<file path="config.mk">
export PLATFORM = sky130hd
export DESIGN_NAME = eop_filter_detect
export DESIGN_NICKNAME = d
export VERILOG_FILES = /design/src/rtl/eop_filter_detect.sv
export SDC_FILE = /design/constraint.sdc
export NUM_CORES = 1
export LEC_CHECK = 0
export CAP_MARGIN = 40
export CORE_AREA = 2 2 39 41
export CTS_CLUSTER_DIAMETER = 80
export DETAILED_ROUTE_END_ITERATION = 10
export DIE_AREA = 0 0 41 43
export DONT_BUFFER_PORTS = 1
export SLEW_MARGIN = 20
export SYNTH_ARGS = -nofsm -noshare
export SYNTH_HDL_FRONTEND = slang
export SYNTH_SLANG_ARGS = --single-unit
</file>
<file path="constraint.sdc">
create_clock -name clk -period 3.05 [get_ports clk]
set_input_delay 0.4575 -clock clk [delete_from_list [all_inputs] [get_ports clk]]
set_output_delay 0.4575 -clock clk [all_outputs]
set_load 0.03 [all_outputs]
</file>
<file path="src/rtl/eop_filter_detect.sv">
// USB receive end-of-packet detector: counts strobed SE0 samples and accepts an EOP only
// when a long-enough SE0 run is closed by a J; malformed endings and SE0 overruns pulse eop_err.
module eop_filter_detect #(
   parameter int SE0_MIN = 2,
   parameter int SE0_MAX = 4
) (
   input  logic clk,
   input  logic n_rst,
   input  logic d_plus_sync,
   input  logic d_minus_sync,
   input  logic shift_enable,
   output logic se0,
   output logic eop,
   output logic eop_err
);

   localparam int CW = $clog2(SE0_MAX + 1);

   typedef enum logic [1:0] {
      S_IDLE  = 2'd0,
      S_RUN   = 2'd1,
      S_STUCK = 2'd2
   } state_t;

   state_t          r_state;
   state_t          w_state_nxt;
   logic [CW-1:0]   r_cnt;
   logic [CW-1:0]   w_cnt_nxt;
   logic [CW-1:0]   w_cnt_inc;
   logic            r_se0;
   logic            r_eop;
   logic            r_eop_err;
   logic            w_se0_nxt;
   logic            w_eop_nxt;
   logic            w_err_nxt;
   logic            w_smp_se0;
   logic            w_smp_j;
   logic            w_run_full;

   assign w_smp_se0  = !d_plus_sync && !d_minus_sync;
   assign w_smp_j    = d_plus_sync && !d_minus_sync;
   assign w_cnt_inc  = r_cnt + CW'(1);
   assign w_run_full = (w_cnt_inc == CW'(SE0_MAX));

   // State, run counter and all outputs are registered here.
   always_ff @(posedge clk or negedge n_rst) begin
      if (!n_rst) begin
         r_state   <= S_IDLE;
         r_cnt     <= '0;
         r_se0     <= 1'b0;
         r_eop     <= 1'b0;
         r_eop_err <= 1'b0;
      end else begin
         r_state   <= w_state_nxt;
         r_cnt     <= w_cnt_nxt;
         r_se0     <= w_se0_nxt;
         r_eop     <= w_eop_nxt;
         r_eop_err <= w_err_nxt;
      end
   end

   always_comb begin
      w_state_nxt = r_state;
      w_cnt_nxt   = r_cnt;
      if (shift_enable) begin
         case (r_state)
            S_IDLE: begin
               if (w_smp_se0) begin
                  w_state_nxt = S_RUN;
                  w_cnt_nxt   = CW'(1);
               end else begin
                  w_cnt_nxt   = '0;
               end
            end
            S_RUN: begin
               if (w_smp_se0) begin
                  // Leaving for STUCK at SE0_MAX keeps the counter from ever passing it.
                  w_cnt_nxt = w_cnt_inc;
                  if (w_run_full) w_state_nxt = S_STUCK;
               end else begin
                  w_state_nxt = S_IDLE;
                  w_cnt_nxt   = '0;
               end
            end
            S_STUCK: begin
               if (!w_smp_se0) begin
                  w_state_nxt = S_IDLE;
                  w_cnt_nxt   = '0;
               end
            end
            default: begin
               w_state_nxt = S_IDLE;
               w_cnt_nxt   = '0;
            end
         endcase
      end
   end

   always_comb begin
      w_eop_nxt = 1'b0;
      w_err_nxt = 1'b0;
      w_se0_nxt = shift_enable ? w_smp_se0 : r_se0;
      if (shift_enable && (r_state == S_RUN)) begin
         if (w_smp_se0) begin
            w_err_nxt = w_run_full;
         end else if (w_smp_j) begin
            if (r_cnt >= CW'(SE0_MIN)) w_eop_nxt = 1'b1;
            else                       w_err_nxt = 1'b1;
         end else begin
            w_err_nxt = 1'b1;
         end
      end
   end

   assign se0     = r_se0;
   assign eop     = r_eop;
   assign eop_err = r_eop_err;

endmodule

</file>
==> run metrics <==
# fillers 142; Switching Power 0.0521 mW; Final Util 0.325; status finished clean; die area 1760 um2; Mapped Cells 36; hold path cells 1; Top cell by count, worst path ha_1; setup ws final 1.76 ns; via/cell ratio 5.63; PostCTS Resize Cnt 0; DR pass1 iterations 4; gr usage total 0.117; Post-DP HPWL 544 um; number of port buffers 0; Yosys cell types 17; Max stage delay on crit path 0.41 ns; initial antenna violation count 0; flops & latches, synth 8; Crit Path Category reg2reg; Async S/R FF share, synth 1.00; vias in the first global route 327; worst rel slew slack 0.711; static leakage 0.213 nW; # Max-Cap Violations 0; clk_skew 0.00230 ns; hold_sp shift_enable; Rows 14; combinational share of power 0.068; CP Capture Type flip-flop; pre-CTS WS 1.75 ns; Worst-path clk slew 0.05 ns; H-Tree Depth 1; CP bufs+invs 0; Inserted Diodes 0; Final ANT Viol Nets 0; ys flop type dfrtp_1; core footprint 1380 um2; r2r setup slk 1.76 ns; DRC viols 0; Worst-Margin Slew 0.427 ns; synthesized area per cell 11.0 um2; CTS buffer count 3; CTS sink count 8; WP data required 3.23 ns; Clock power frac 0.379; RR Endpoint r_state[0]; Mapped Nets 44; Initial Util 0.287; Fin. Hold Viols 0; clk root buf clkbuf_4; post-DR wirelength/cell 13.7 um; GPL Wtd Cong 0.745; initial DRC count 6; unrepaired setup endpoints after global routing no; gr ovfl total 0; Cell Pwr Density 477 nW/um2; clock tree from TritonCTS yes; worst reg2reg path depth 4; fmax 776 MHz; Max Transition Viols Final 0; num ports 8; Max Fanout on Critical Path 4; crit-path cells ha_1 > ha_1 > a211o_1 > o21ai_0; Slowest-stage cell, CP dfrtp_1; post-route clock period utilization 0.422; Reg-to-Reg Start r_cnt[0]; first-pass GRT wire length 1280 um; largest net degree at the start of global routing 9; P_int 0.162 mW; EDFF count, synth 0; startpoint types flip-flop; # nets final 50; Peak VDD IR 0.0751 mV; layout cells sized above 1 0.150; drt total wl 768 um; cell count along the critical path 4; via count 315; Switching Share 0.243; Seq pwr share 0.553; Clock Latency Late Sink 0.26 ns; critical path's top delay family adder cells; crit path from r_cnt[0]; Tmin final 1.29 ns; cell area after synthesis 397 um2; Die Y 43 um; Critical Path End r_state[0]; Area growth syn-to-layout 13.2%; Seq/Total Area, Yosys 0.505; Arr. time, crit path 1.47 ns; die width 41 um; Clock Path Buffers 2; Worst Hold Class in2reg; setup_tns 0 ns; Final Setup Violations 0; Ys Warns 0
power by group through the flow:
| stage | sequential, mW | combinational [mW] | clock, mW |
|---|---|---|---|
| 3_5_place_dp | 0.120 | 0.0116 | 0 |
| 3_3_place_gp | 0.120 | 0.0116 | 0 |
| 2_1_floorplan | 0.119 | 0.00974 | 0 |
| 4_1_cts | 0.119 | 0.0150 | 0.0824 |
| 6_report | 0.119 | 0.0146 | 0.0811 |
| 5_1_grt | 0.120 | 0.0171 | 0.0894 |
Yosys cell counts (all sizes together) (2+ instances only):
master	n	area, um2
dfrtp	8	200
inv	6	22.5
nor3	4	25.0
ha	3	37.5
a22o	2	17.5
o21ai	2	10.0
o31ai	2	15.0
cells by family after synthesis:
group / count (synthesis) / synth area share
AOI/OAI and AO/OA: 9 / 0.170
adders and majority gates: 3 / 0.0946
buffers and inverters: 6 / 0.0568
DFF: 8 / 0.505
and+or+nand+nor: 10 / 0.173
routing by layer:
layer  part of all wire  GRT usage  up-vias
li1                   -          -      140
met1               0.36      0.121      153
met5                  0          0        -
met3               0.11     0.0471        3
met2               0.49      0.172       19
met4              0.038      0.100        0
repair_timing:
item / CTS / global route
endpoints found under the hold margin: 8 / 0
hold buffers: 1 / 0
buffers inserted: 0 / 0
flip-flops by register name, indices dropped and copies added (netlist names):
name and cells:
r_state 2, eop_err 1, eop 1, se0 1, r_cnt 3
worst min path at each step:
| stage | to |
|---|---|
| 3_3_place_gp | r_cnt[0] |
| 4_1_cts | r_state[0] |
| 6_report | r_state[0] |
| 5_1_grt | r_state[0] |
| 2_1_floorplan | eop |
| 3_5_place_dp | eop_err |
final cells by class:
| class | count | area (um2) | share of cell area |
|---|---|---|---|
| flip-flops and latches | 8 | 200 | 0.446 |
| multi-input cells | 22 | 174 | 0.387 |
| clock buffers | 3 | 22.5 | 0.0501 |
| inverters | 6 | 22.5 | 0.0501 |
| well taps | 16 | 20.0 | 0.0446 |
| repair buffers | 1 | 10.0 | 0.0223 |
stage by stage:
step	power [mW]	area [um2]	instances	hold slack (ns)
after floorplan	0.129	397	36	0.162
after global placement	0.132	417	52	0.162
after detailed placement	0.132	417	52	0.162
after CTS	0.216	449	56	0.291
after global routing	0.226	449	56	0.295
final	0.214	449	56	0.295
placed cells by master, fill, tap and decap left out, types with 2 or more instances in the layout:
cell,Yosys,layout
dfrtp_1,8,8
o31ai_1,2,2
o21ai_0,2,2
a22o_1,2,2
nor3_1,3,3
inv_1,6,6
clkbuf_4,0,3
ha_1,3,3
worst register-to-register path: cells and delay by family, from the launching register on:
family	cells	cell delay (ns)
AOI/OAI and AO/OA	2	0.37
DFF	1	0.41
adders and majority gates	2	0.43
(Power assumes the default switching activity.)
